[src/rtl/aud_record_writer_if.sv]
// Record-writer bus: control pulses and ADC samples in, SRAM write port and status out.
// Pure wiring, no latency of its own.
// No backpressure: samples are one-cycle pulses, and the writer drops any that arrive while it is busy.
interface aud_record_writer_if;
  logic        i_start;
  logic        i_pause;
  logic        i_stop;
  logic        i_data_valid;
  logic [15:0] i_data;
  logic [19:0] o_sram_addr;
  logic [15:0] o_sram_data;
  logic        o_sram_we_n;
  logic        o_busy;
  logic        o_full;
  logic        o_overrun;
  logic [19:0] o_rec_len;

  modport master (
    output i_start, i_pause, i_stop, i_data_valid, i_data,
    input  o_sram_addr, o_sram_data, o_sram_we_n, o_busy, o_full, o_overrun, o_rec_len
  );

  modport slave (
    input  i_start, i_pause, i_stop, i_data_valid, i_data,
    output o_sram_addr, o_sram_data, o_sram_we_n, o_busy, o_full, o_overrun, o_rec_len
  );
endinterface

[src/rtl/aud_record_writer.sv]
// Writes ADC samples sequentially into the SRAM recording region under start/pause/stop control.
// Latency: a sample pulse at cycle n drives we_n low with its data at n+1, for WE_CYCLES cycles, followed by one hold cycle.
// No backpressure: a sample arriving during a write is dropped and flagged in the sticky overrun bit.
module aud_record_writer #(
  parameter logic [19:0] ADDR_MIN  = 20'h00000,
  parameter logic [19:0] ADDR_MAX  = 20'h143BF,
  parameter int          WE_CYCLES = 2
) (
  input  logic               i_clk,
  input  logic               i_rst_n,
  aud_record_writer_if.slave bus
);

  localparam int CW = (WE_CYCLES > 1) ? $clog2(WE_CYCLES) : 1;

  typedef enum logic [2:0] {
    S_IDLE, S_WAIT, S_WRITE, S_HOLD, S_PAUSE, S_DONE
  } state_t;

  state_t        state;
  state_t        state_nxt;
  logic [CW-1:0] we_cnt;
  logic          pend_stop;
  logic          pend_pause;
  logic          we_last;
  logic          at_max;
  logic          stop_now;
  logic          pause_now;
  logic          start_go;

  assign we_last   = (we_cnt == CW'(WE_CYCLES - 1));
  assign at_max    = (bus.o_sram_addr == ADDR_MAX);
  // A pulse landing in the HOLD cycle itself counts just like one registered during WRITE.
  assign stop_now  = pend_stop | bus.i_stop;
  assign pause_now = pend_pause | bus.i_pause;
  // Stop and pause outrank start when pulses coincide.
  assign start_go  = bus.i_start & ~bus.i_stop & ~bus.i_pause;

  assign bus.o_busy = (state != S_IDLE) && (state != S_DONE);
  assign bus.o_full = (state == S_DONE);

  // State register.
  always_ff @(posedge i_clk or negedge i_rst_n) begin
    if (!i_rst_n) state <= S_IDLE;
    else          state <= state_nxt;
  end

  // Next-state resolution; a write once started always runs through WRITE and HOLD.
  always_comb begin
    state_nxt = state;
    case (state)
      S_IDLE:  if (start_go) state_nxt = S_WAIT;
      S_WAIT: begin
        if (bus.i_stop)            state_nxt = S_IDLE;
        else if (bus.i_pause)      state_nxt = S_PAUSE;
        else if (bus.i_data_valid) state_nxt = S_WRITE;
      end
      S_WRITE: if (we_last) state_nxt = S_HOLD;
      S_HOLD: begin
        if (stop_now)       state_nxt = S_IDLE;
        else if (at_max)    state_nxt = S_DONE;
        else if (pause_now) state_nxt = S_PAUSE;
        else                state_nxt = S_WAIT;
      end
      S_PAUSE: begin
        if (bus.i_stop)    state_nxt = S_IDLE;
        else if (start_go) state_nxt = S_WAIT;
      end
      S_DONE: begin
        if (bus.i_stop)    state_nxt = S_IDLE;
        else if (start_go) state_nxt = S_WAIT;
      end
      default: state_nxt = S_IDLE;
    endcase
  end

  // SRAM port, length counter, pending controls and overrun flag; later assignments take precedence.
  always_ff @(posedge i_clk or negedge i_rst_n) begin
    if (!i_rst_n) begin
      bus.o_sram_addr <= ADDR_MIN;
      bus.o_sram_data <= 16'h0000;
      bus.o_sram_we_n <= 1'b1;
      bus.o_overrun   <= 1'b0;
      bus.o_rec_len   <= 20'h00000;
      we_cnt          <= '0;
      pend_stop       <= 1'b0;
      pend_pause      <= 1'b0;
    end else begin
      case (state)
        S_WAIT: begin
          if (state_nxt == S_WRITE) begin
            bus.o_sram_data <= bus.i_data;
            bus.o_sram_we_n <= 1'b0;
            we_cnt          <= '0;
          end
        end
        S_WRITE: begin
          if (we_last) bus.o_sram_we_n <= 1'b1;
          else         we_cnt          <= we_cnt + 1'b1;
        end
        S_HOLD: begin
          bus.o_rec_len <= bus.o_sram_addr - ADDR_MIN + 20'd1;
          if (!at_max) bus.o_sram_addr <= bus.o_sram_addr + 20'd1;
          pend_stop  <= 1'b0;
          pend_pause <= 1'b0;
        end
        default: ;
      endcase

      // Controls seen mid-write are deferred to HOLD exit; samples seen mid-write are lost.
      if (state == S_WRITE) begin
        if (bus.i_stop)  pend_stop  <= 1'b1;
        if (bus.i_pause) pend_pause <= 1'b1;
      end
      if ((state == S_WRITE || state == S_HOLD) && bus.i_data_valid)
        bus.o_overrun <= 1'b1;

      // A fresh recording clears length and overrun and rewinds to the region start.
      if ((state == S_IDLE || state == S_DONE) && state_nxt == S_WAIT) begin
        bus.o_rec_len   <= 20'h00000;
        bus.o_overrun   <= 1'b0;
        bus.o_sram_addr <= ADDR_MIN;
      end
      if (state_nxt == S_IDLE) bus.o_sram_addr <= ADDR_MIN;
    end
  end

endmodule

[src/flat_wrapper.sv]
// flat-port wrapper written by rule: the top's interface ports become plain ports
module aud_record_writer_flat 
#(
  parameter logic [19:0] ADDR_MIN  = 20'h00000,
  parameter logic [19:0] ADDR_MAX  = 20'h143BF,
  parameter int          WE_CYCLES = 2
)
  (i_clk, i_rst_n, bus_i_start, bus_i_pause, bus_i_stop, bus_i_data_valid, bus_i_data, bus_o_sram_addr, bus_o_sram_data, bus_o_sram_we_n, bus_o_busy, bus_o_full, bus_o_overrun, bus_o_rec_len);
  aud_record_writer_if bus_i ();
  input  logic i_clk;
  input  logic i_rst_n;
  input wire logic [$bits(bus_i.i_start)-1:0] bus_i_start;
  input wire logic [$bits(bus_i.i_pause)-1:0] bus_i_pause;
  input wire logic [$bits(bus_i.i_stop)-1:0] bus_i_stop;
  input wire logic [$bits(bus_i.i_data_valid)-1:0] bus_i_data_valid;
  input wire logic [$bits(bus_i.i_data)-1:0] bus_i_data;
  output wire logic [$bits(bus_i.o_sram_addr)-1:0] bus_o_sram_addr;
  output wire logic [$bits(bus_i.o_sram_data)-1:0] bus_o_sram_data;
  output wire logic [$bits(bus_i.o_sram_we_n)-1:0] bus_o_sram_we_n;
  output wire logic [$bits(bus_i.o_busy)-1:0] bus_o_busy;
  output wire logic [$bits(bus_i.o_full)-1:0] bus_o_full;
  output wire logic [$bits(bus_i.o_overrun)-1:0] bus_o_overrun;
  output wire logic [$bits(bus_i.o_rec_len)-1:0] bus_o_rec_len;
  assign bus_i.i_start = bus_i_start;
  assign bus_i.i_pause = bus_i_pause;
  assign bus_i.i_stop = bus_i_stop;
  assign bus_i.i_data_valid = bus_i_data_valid;
  assign bus_i.i_data = bus_i_data;
  assign bus_o_sram_addr = bus_i.o_sram_addr;
  assign bus_o_sram_data = bus_i.o_sram_data;
  assign bus_o_sram_we_n = bus_i.o_sram_we_n;
  assign bus_o_busy = bus_i.o_busy;
  assign bus_o_full = bus_i.o_full;
  assign bus_o_overrun = bus_i.o_overrun;
  assign bus_o_rec_len = bus_i.o_rec_len;
  aud_record_writer #(.ADDR_MIN(ADDR_MIN), .ADDR_MAX(ADDR_MAX), .WE_CYCLES(WE_CYCLES)) u_core (.i_clk(i_clk), .i_rst_n(i_rst_n), .bus(bus_i));
endmodule
[config.mk]
export PLATFORM = sky130hd
export DESIGN_NAME = aud_record_writer_flat
export DESIGN_NICKNAME = d
export VERILOG_FILES = /design/src/rtl/aud_record_writer_if.sv /design/src/rtl/aud_record_writer.sv /design/src/flat_wrapper.sv
export SDC_FILE = /design/constraint.sdc
export NUM_CORES = 1
export LEC_CHECK = 0
export BUFFER_PORTS_ARGS = -buffer_cell sky130_fd_sc_hd__buf_4
export CAP_MARGIN = 0
export CORE_UTILIZATION = 53
export CTS_CLUSTER_DIAMETER = 60
export DETAILED_ROUTE_END_ITERATION = 8
export PLACE_DENSITY = 0.8
export SLEW_MARGIN = 20
export SYNTH_ARGS = -nofsm -noshare
export SYNTH_HDL_FRONTEND = slang
export SYNTH_SLANG_ARGS = --single-unit
export TNS_END_PERCENT = 1
[constraint.sdc]
create_clock -name i_clk -period 3.1 [get_ports i_clk]
set_clock_uncertainty 0.2 [all_clocks]
set_input_delay 0.155 -clock i_clk [delete_from_list [all_inputs] [get_ports i_clk]]
set_output_delay 0.155 -clock i_clk [all_outputs]
set_load 0.01 [all_outputs]
==> results of run 1 <==
synth_stat cells (all sizes together), types with 5 or more instances:
cell     n
dfrtp   63
nor2    42
xor2    20
a211oi  17
mux2    16
nand2   16
xnor2   13
a21oi   12
o21ai   11
buf     10
clkbuf  10
nand3    9
nand4    6
or3      6
and2     5
nor4     5
o211ai   5
power by group:
part	switching, mW	internal [mW]
Clock	0.307	0.310
Sequential	0.153	1.06
Combinational	0.457	0.491
Total	0.917	1.86
routing by layer:
metal | wire, um | GRT usage, %
met3 | 358 | 5.71
met4 | 91 | 10.4
met1 | 3400 | 34.6
met2 | 3700 | 40.0
met5 | 0 | 0
state kept, by name, indices dropped and copies added, names as in the netlist:
register,count
u_core.bus.o_rec_len,20
u_core.pend_stop,1
u_core.bus.o_sram_we_n,1
u_core.bus.o_sram_addr,20
u_core.state,3
u_core.pend_pause,1
u_core.we_cnt,1
u_core.bus.o_overrun,1
u_core.bus.o_sram_data,16
cell families (layout without fill, tap and decap cells):
group | count (synthesis) | after routing | share of synthesized area, %
xor gates and xnor gates | 33 | 33 | 9.02
adders and majority gates | 1 | 1 | 0.391
muxes | 17 | 17 | 5.94
AOI/OAI and AO/OA | 53 | 53 | 11.9
buffers and inverters | 23 | 128 | 3.71
DFF | 64 | 64 | 50.0
and+or+nand+nor | 113 | 113 | 19.0
per-stage QoR:
step	utilization (%)	cell area, um^2
after global placement	67.9	3850
after global routing	74.4	4220
after floorplan	-	3200
after detailed placement	67.9	3850
final	74.4	4220
after CTS	74.4	4220
repair_timing:
action	in CTS	in global routing
setup endpoints to repair	0	0
hold buffers	20	0
hold endpoints to repair	83	0
gates resized for setup	0	0
tightest hold or removal path: cells and delay by family:
kind,cells,cell delay (ns)
compound gates,2,0.21
buf+inv,1,0.12
simple gates,1,0.16
path summary, 6_finish.rpt:
kind / depth (start not counted) / startpoint / to
worst max-delay path: 5 / u_core.bus.o_sram_addr[6]$_DFFE_PN0P_ / u_core.bus.o_sram_addr[1]$_DFFE_PN0P_
worst min-delay path: 4 / bus_i_start / u_core.state[0]$_DFF_PN0_
worst max register to register: 5 / u_core.bus.o_sram_addr[6]$_DFFE_PN0P_ / u_core.bus.o_sram_addr[1]$_DFFE_PN0P_
worst min register to register: 1 / u_core.bus.o_sram_data[0]$_DFFE_PN0P_ / u_core.bus.o_sram_data[0]$_DFFE_PN0P_
max in group asynchronous: 2 / i_rst_n / u_core.bus.o_sram_addr[5]$_DFFE_PN0P_
min in group asynchronous: 2 / i_rst_n / u_core.bus.o_rec_len[14]$_DFFE_PN0P_
area by class of cell:
type	count	area (um^2)	share of cell area (%)
Clock inverter	3	17.5	0.415
Clock buffer	13	149	3.53
Timing Repair Buffer	109	868	20.6
Sequential cell	64	1600	38.0
Inverter	3	11.3	0.267
Multi-Input combinational cell	217	1480	35.1
Tap cell	72	90.1	2.13
==> run_results.csv, run 1 <==
group,metric,value,unit
status,outcome,"complete, no violations",
yosys,synth-main-ff-cell,"dfrtp_1",
sta,fin_crit,2.67,ns
sta,tightest_slew,0.796,ns
sta,fin_ws,0.427,ns
cts,h-tree-depth,3,
sta,finalHoldWorstSlack,0.140,ns
yosys,synth_top_area_cell,"dfrtp_1",
routing,remaining_drc_errors,0,
sta,rsz0062_at_grt,"no",
power,ir_worst_vdd,0.000573,V
critical_path,rrSetupSlack,0.43,ns
placement,pre_cts_ws,0.461,ns
critical_path,critPathKind,"register to register",
yosys,ys_seq_area_share,50.0,%
final_layout,final_cell_mix,"buf_4 (89), dfrtp_1 (63), nor2_1 (33)",
yosys,netlist_area,0.00320,mm^2
final_layout,fin_cells,481,
routing,dr.pass1.iters,4,
flow_run,cap_violations,0,
critical_path,startpoint_type,"register",
placement,finalWeightedCongestion,0.840,
routing,viasPerCell,5.46,
die,io_pins,82,
routing,wl_per_cell,15.7,um
critical_path,crit_path_end_kind,"register",
routing,ant_nets,0,
placement,dp_cells,445,
yosys,syn_inst,304,
yosys,synth_edf_count,0,
min_path,hold_class,"input pin to register",
power,p_leak,1.84,nW
grt,grt_pass1_wl,12300,um
grt,grtUsageTotal,25.7,%
die,dieArea,0.00636,mm^2
yosys,synth_nets,327,
critical_path,critPathRequiredTime,3.12,ns
sta,max_freq,0.374,GHz
yosys,ys_warn_count,0,
cts,clk_latency,0.34,ns
cts,cts_buffers,9,
final_layout,drive_above_1_share,34.5,%
yosys,yosysUniqueCellTypes,52,
placement,port_buffers,81,
sta,post-route-period-util,86.2,%
yosys,synth.area.top_cells,"dfrtp_1 (49%), mux2_2 (5.6%), xor2_1 (5.5%)",
die,die_h,79.7,um
die,rows,27,
cts,cts_sinks,64,
yosys,ys_ff_latch,64,
yosys,synthArstFlopShare,100,%
critical_path,worstPathArrival,2.69,ns
die,start_util,56.4,%
die,die_w,79.7,um
critical_path,cp_slowest_cell,"or4_4",
critical_path,path_max_fanout,11,
critical_path,crit_path_cell_trace,"or4b_1, or4_4, o21ai_2, mux2i_1, nor2_2",
sta,tns,0,ns
critical_path,cpPeakStageDelay,0.62,ns
final_layout,fill_cells,433,
final_layout,nets,427,
cts,cts_tree,"done",
sta,maxSlewHeadroom,46.9,%
grt,grt_pass1_vias,2507,
final_layout,diodes,0,
placement,hpwlAfterDp,4970,um
sta,hold_viol_final,0,
yosys,syn_avg_cell_area,10.5,um^2
final_layout,syn_to_final_growth,31.8,%
cts,cts.clk_slew.worst_paths,0.07,ns
routing,vias,2628,
critical_path,critical_path_buf_inv_count,0,
cts,clockBufferDepth,2,
power,power_density,659,mW/mm^2
routing,first_iter_violations,232,
sta,finalSetupViolCount,0,
critical_path,cpLargestDelayFamily,"simple AND/OR/NAND/NOR gates",
yosys,synth.top_cell.area_share,49.2,%
cts,cts_root_buffer,"clkbuf_8",
final_layout,mostFrequentLayoutCell,"buf_4",
grt,antenna_found_initial,0,
sta,drv_slew,0,
grt,grt_start_max_net_pins,65,
grt,overflow,0,
power,power,2.78,mW
routing,totalWireLength,7550,um
die,core,0.00568,mm^2
cts,post-cts-setup-buffers,0,
Power figures use the tool's default switching activity.
==> run 2: changes to the inputs <==
CORE_ASPECT_RATIO = 0.5   (was not set)
==> run_results.csv, run 2 (same netlist as run 1, synthesis figures left out) <==
group,metric,value,unit
cts,cts_tree,"done",
sta,hold_viol_final,0,
final_layout,final_cell_mix,"buf_4 (86), dfrtp_1 (63), nor2_1 (33)",
final_layout,multi_input_area,0.00148,mm^2
cts,post-cts-setup-buffers,0,
placement,port_buffers,81,
final_layout,fill_cells,375,
power,p_leak,1.90,nW
critical_path,critPathRequiredTime,3.10,ns
routing,viasPerCell,5.60,
routing,dr.pass1.iters,6,
sta,tightest_slew,0.851,ns
placement,pre_cts_ws,0.416,ns
cts,cts.clk_slew.worst_paths,0.05,ns
cts,cts_root_buffer,"clkbuf_16",
sta,tns,0,ns
final_layout,mostFrequentLayoutCell,"buf_4",
min_path,min_from,"bus_i_start",
sta,max_freq,0.372,GHz
routing,wl_per_cell,16.2,um
sta,drv_slew,0,
critical_path,startpoint_type,"register",
critical_path,critical_path_buf_inv_count,0,
die,rows,19,
die,die_h,57.0,um
critical_path,cp_slowest_cell,"or4_4",
min_path,hold_class,"input pin to register",
critical_path,cpLargestDelayFamily,"simple AND/OR/NAND/NOR gates",
grt,antenna_found_initial,0,
status,violations,"design-rule violations",
grt,grt_pass1_vias,2639,
final_layout,drive_above_1_share,34.4,%
critical_path,critPathKind,"register to register",
grt,overflow,0,
sta,fin_ws,0.413,ns
sta,maxSlewHeadroom,43.2,%
sta,rsz0062_at_grt,"no",
sta,fin_crit,2.69,ns
final_layout,diodes,0,
cts,clk_latency,0.33,ns
final_layout,reg.largest.list,"u_core.bus.o_rec_len: 20 flops, u_core.bus.o_sram_addr: 20 flops, u_core.bus.o_sram_data: 16 flops",
flow_run,cap_violations,0,
critical_path,startpoint,"u_core.bus.o_sram_addr[17]$_DFFE_PN0P_",
cts,cts_buffers,9,
routing,totalWireLength,7750,um
status,outcome,"complete, but fails checks",
final_layout,regArea,0.00160,mm^2
sta,finalSetupViolCount,0,
grt,grtUsageTotal,26.5,%
die,core,0.00566,mm^2
critical_path,reg2reg_from,"u_core.bus.o_sram_addr[17]$_DFFE_PN0P_",
die,die_w,112,um
final_layout,nets,425,
routing,vias,2686,
cts,h-tree-depth,3,
die,io_pins,82,
grt,grt_start_max_net_pins,65,
routing,ant_nets,0,
critical_path,crit_path_end_kind,"register",
grt,grt_pass1_wl,12800,um
critical_path,cpPeakStageDelay,0.64,ns
final_layout,syn_to_final_growth,35.6,%
critical_path,worstPathArrival,2.69,ns
routing,remaining_drc_errors,3,
placement,hpwlAfterDp,5070,um
cts,cts_sinks,64,
routing,first_iter_violations,96,
critical_path,crit_path_cell_trace,"or4b_1, or4_4, o21ai_2, mux2i_1, nor2_2",
cts,post_cts_resized,0,
critical_path,path_max_fanout,11,
placement,finalWeightedCongestion,0.846,
die,dieArea,0.00638,mm^2
sta,post-route-period-util,86.7,%
die,start_util,56.6,%
power,ir_worst_vdd,0.000531,V
power,power_density,730,mW/mm^2
cts,clockBufferDepth,2,
==> run 2: cell count changes in the layout (fill, tap and decap cells not counted) <==
cell	delta
clkbuf_16	+9
clkbuf_8	-9
buf_4	-3
buf_12	+1
bufinv_16	+1
clkbuf_1	-1
clkinv_2	+1
clkinvlp_4	-1
==> run 2: per-layer routing <==
layer	vias up	part of all wire (%)	GRT usage, %
li1	1278	-	-
met1	1295	43	33.0
met2	102	49	44.3
met3	11	7.1	9.99
met4	0	1.3	6.86
met5	-	0	0
==> run 2: final cells by class <==
type	instances	area share, %
Tap cell	73	2.10
Sequential cell	64	36.9
Inverter	3	0.259
Multi-Input combinational cell	217	34.1
Clock buffer	12	5.67
Clock inverter	4	1.04
Timing Repair Buffer	107	19.9
==> run 2: path summary, 6_finish.rpt <==
kind	slack, ns	to	cells past startpoint
worst min register to register	0.31	u_core.bus.o_overrun$_DFFE_PN0P_	2
min in group asynchronous	0.29	u_core.bus.o_sram_data[8]$_DFFE_PN0P_	2
worst max register to register	0.41	u_core.bus.o_sram_addr[1]$_DFFE_PN0P_	5
worst max-delay path	0.41	u_core.bus.o_sram_addr[1]$_DFFE_PN0P_	5
worst min-delay path	0.15	u_core.state[0]$_DFF_PN0_	4
max in group asynchronous	1.88	u_core.bus.o_rec_len[8]$_DFFE_PN0P_	2
==> run 2: report_power, final <==
| part | total (mW) | internal (mW) | switching (mW) |
|---|---|---|---|
| registers | 1.22 | 1.06 | 0.156 |
| logic | 0.963 | 0.492 | 0.471 |
| clock network | 0.987 | 0.639 | 0.347 |
| total | 3.17 | 2.20 | 0.974 |
==> run 2: repair_timing <==
item,in CTS,in global routing
endpoints found under the hold margin,83,0
hold buffers,20,0
setup endpoints to repair,0,0
==> run 2: tightest hold or removal path: cells and delay by family <==
family | cells | cell delay, ns
buffers and inverters | 1 | 0.12
AND/OR/NAND/NOR | 1 | 0.16
AO/OA/AOI/OAI | 2 | 0.20
==> run 2: per-stage QoR <==
| stage | total power [mW] | instance area, um^2 | util, % | instances | hold WS [ns] |
|---|---|---|---|---|---|
| 4_1_cts | 3.18 | 4340 | 76.8 | 480 | 0.136 |
| 3_5_place_dp | 2.17 | 3850 | 68.1 | 444 | 0.0939 |
| 3_3_place_gp | 2.13 | 3850 | 68.1 | 444 | 0.0828 |
| 2_1_floorplan | 1.73 | 3200 | - | 304 | -0.341 |
| 6_report | 3.17 | 4340 | 76.8 | 480 | 0.145 |
| 5_1_grt | 3.33 | 4340 | 76.8 | 480 | 0.187 |
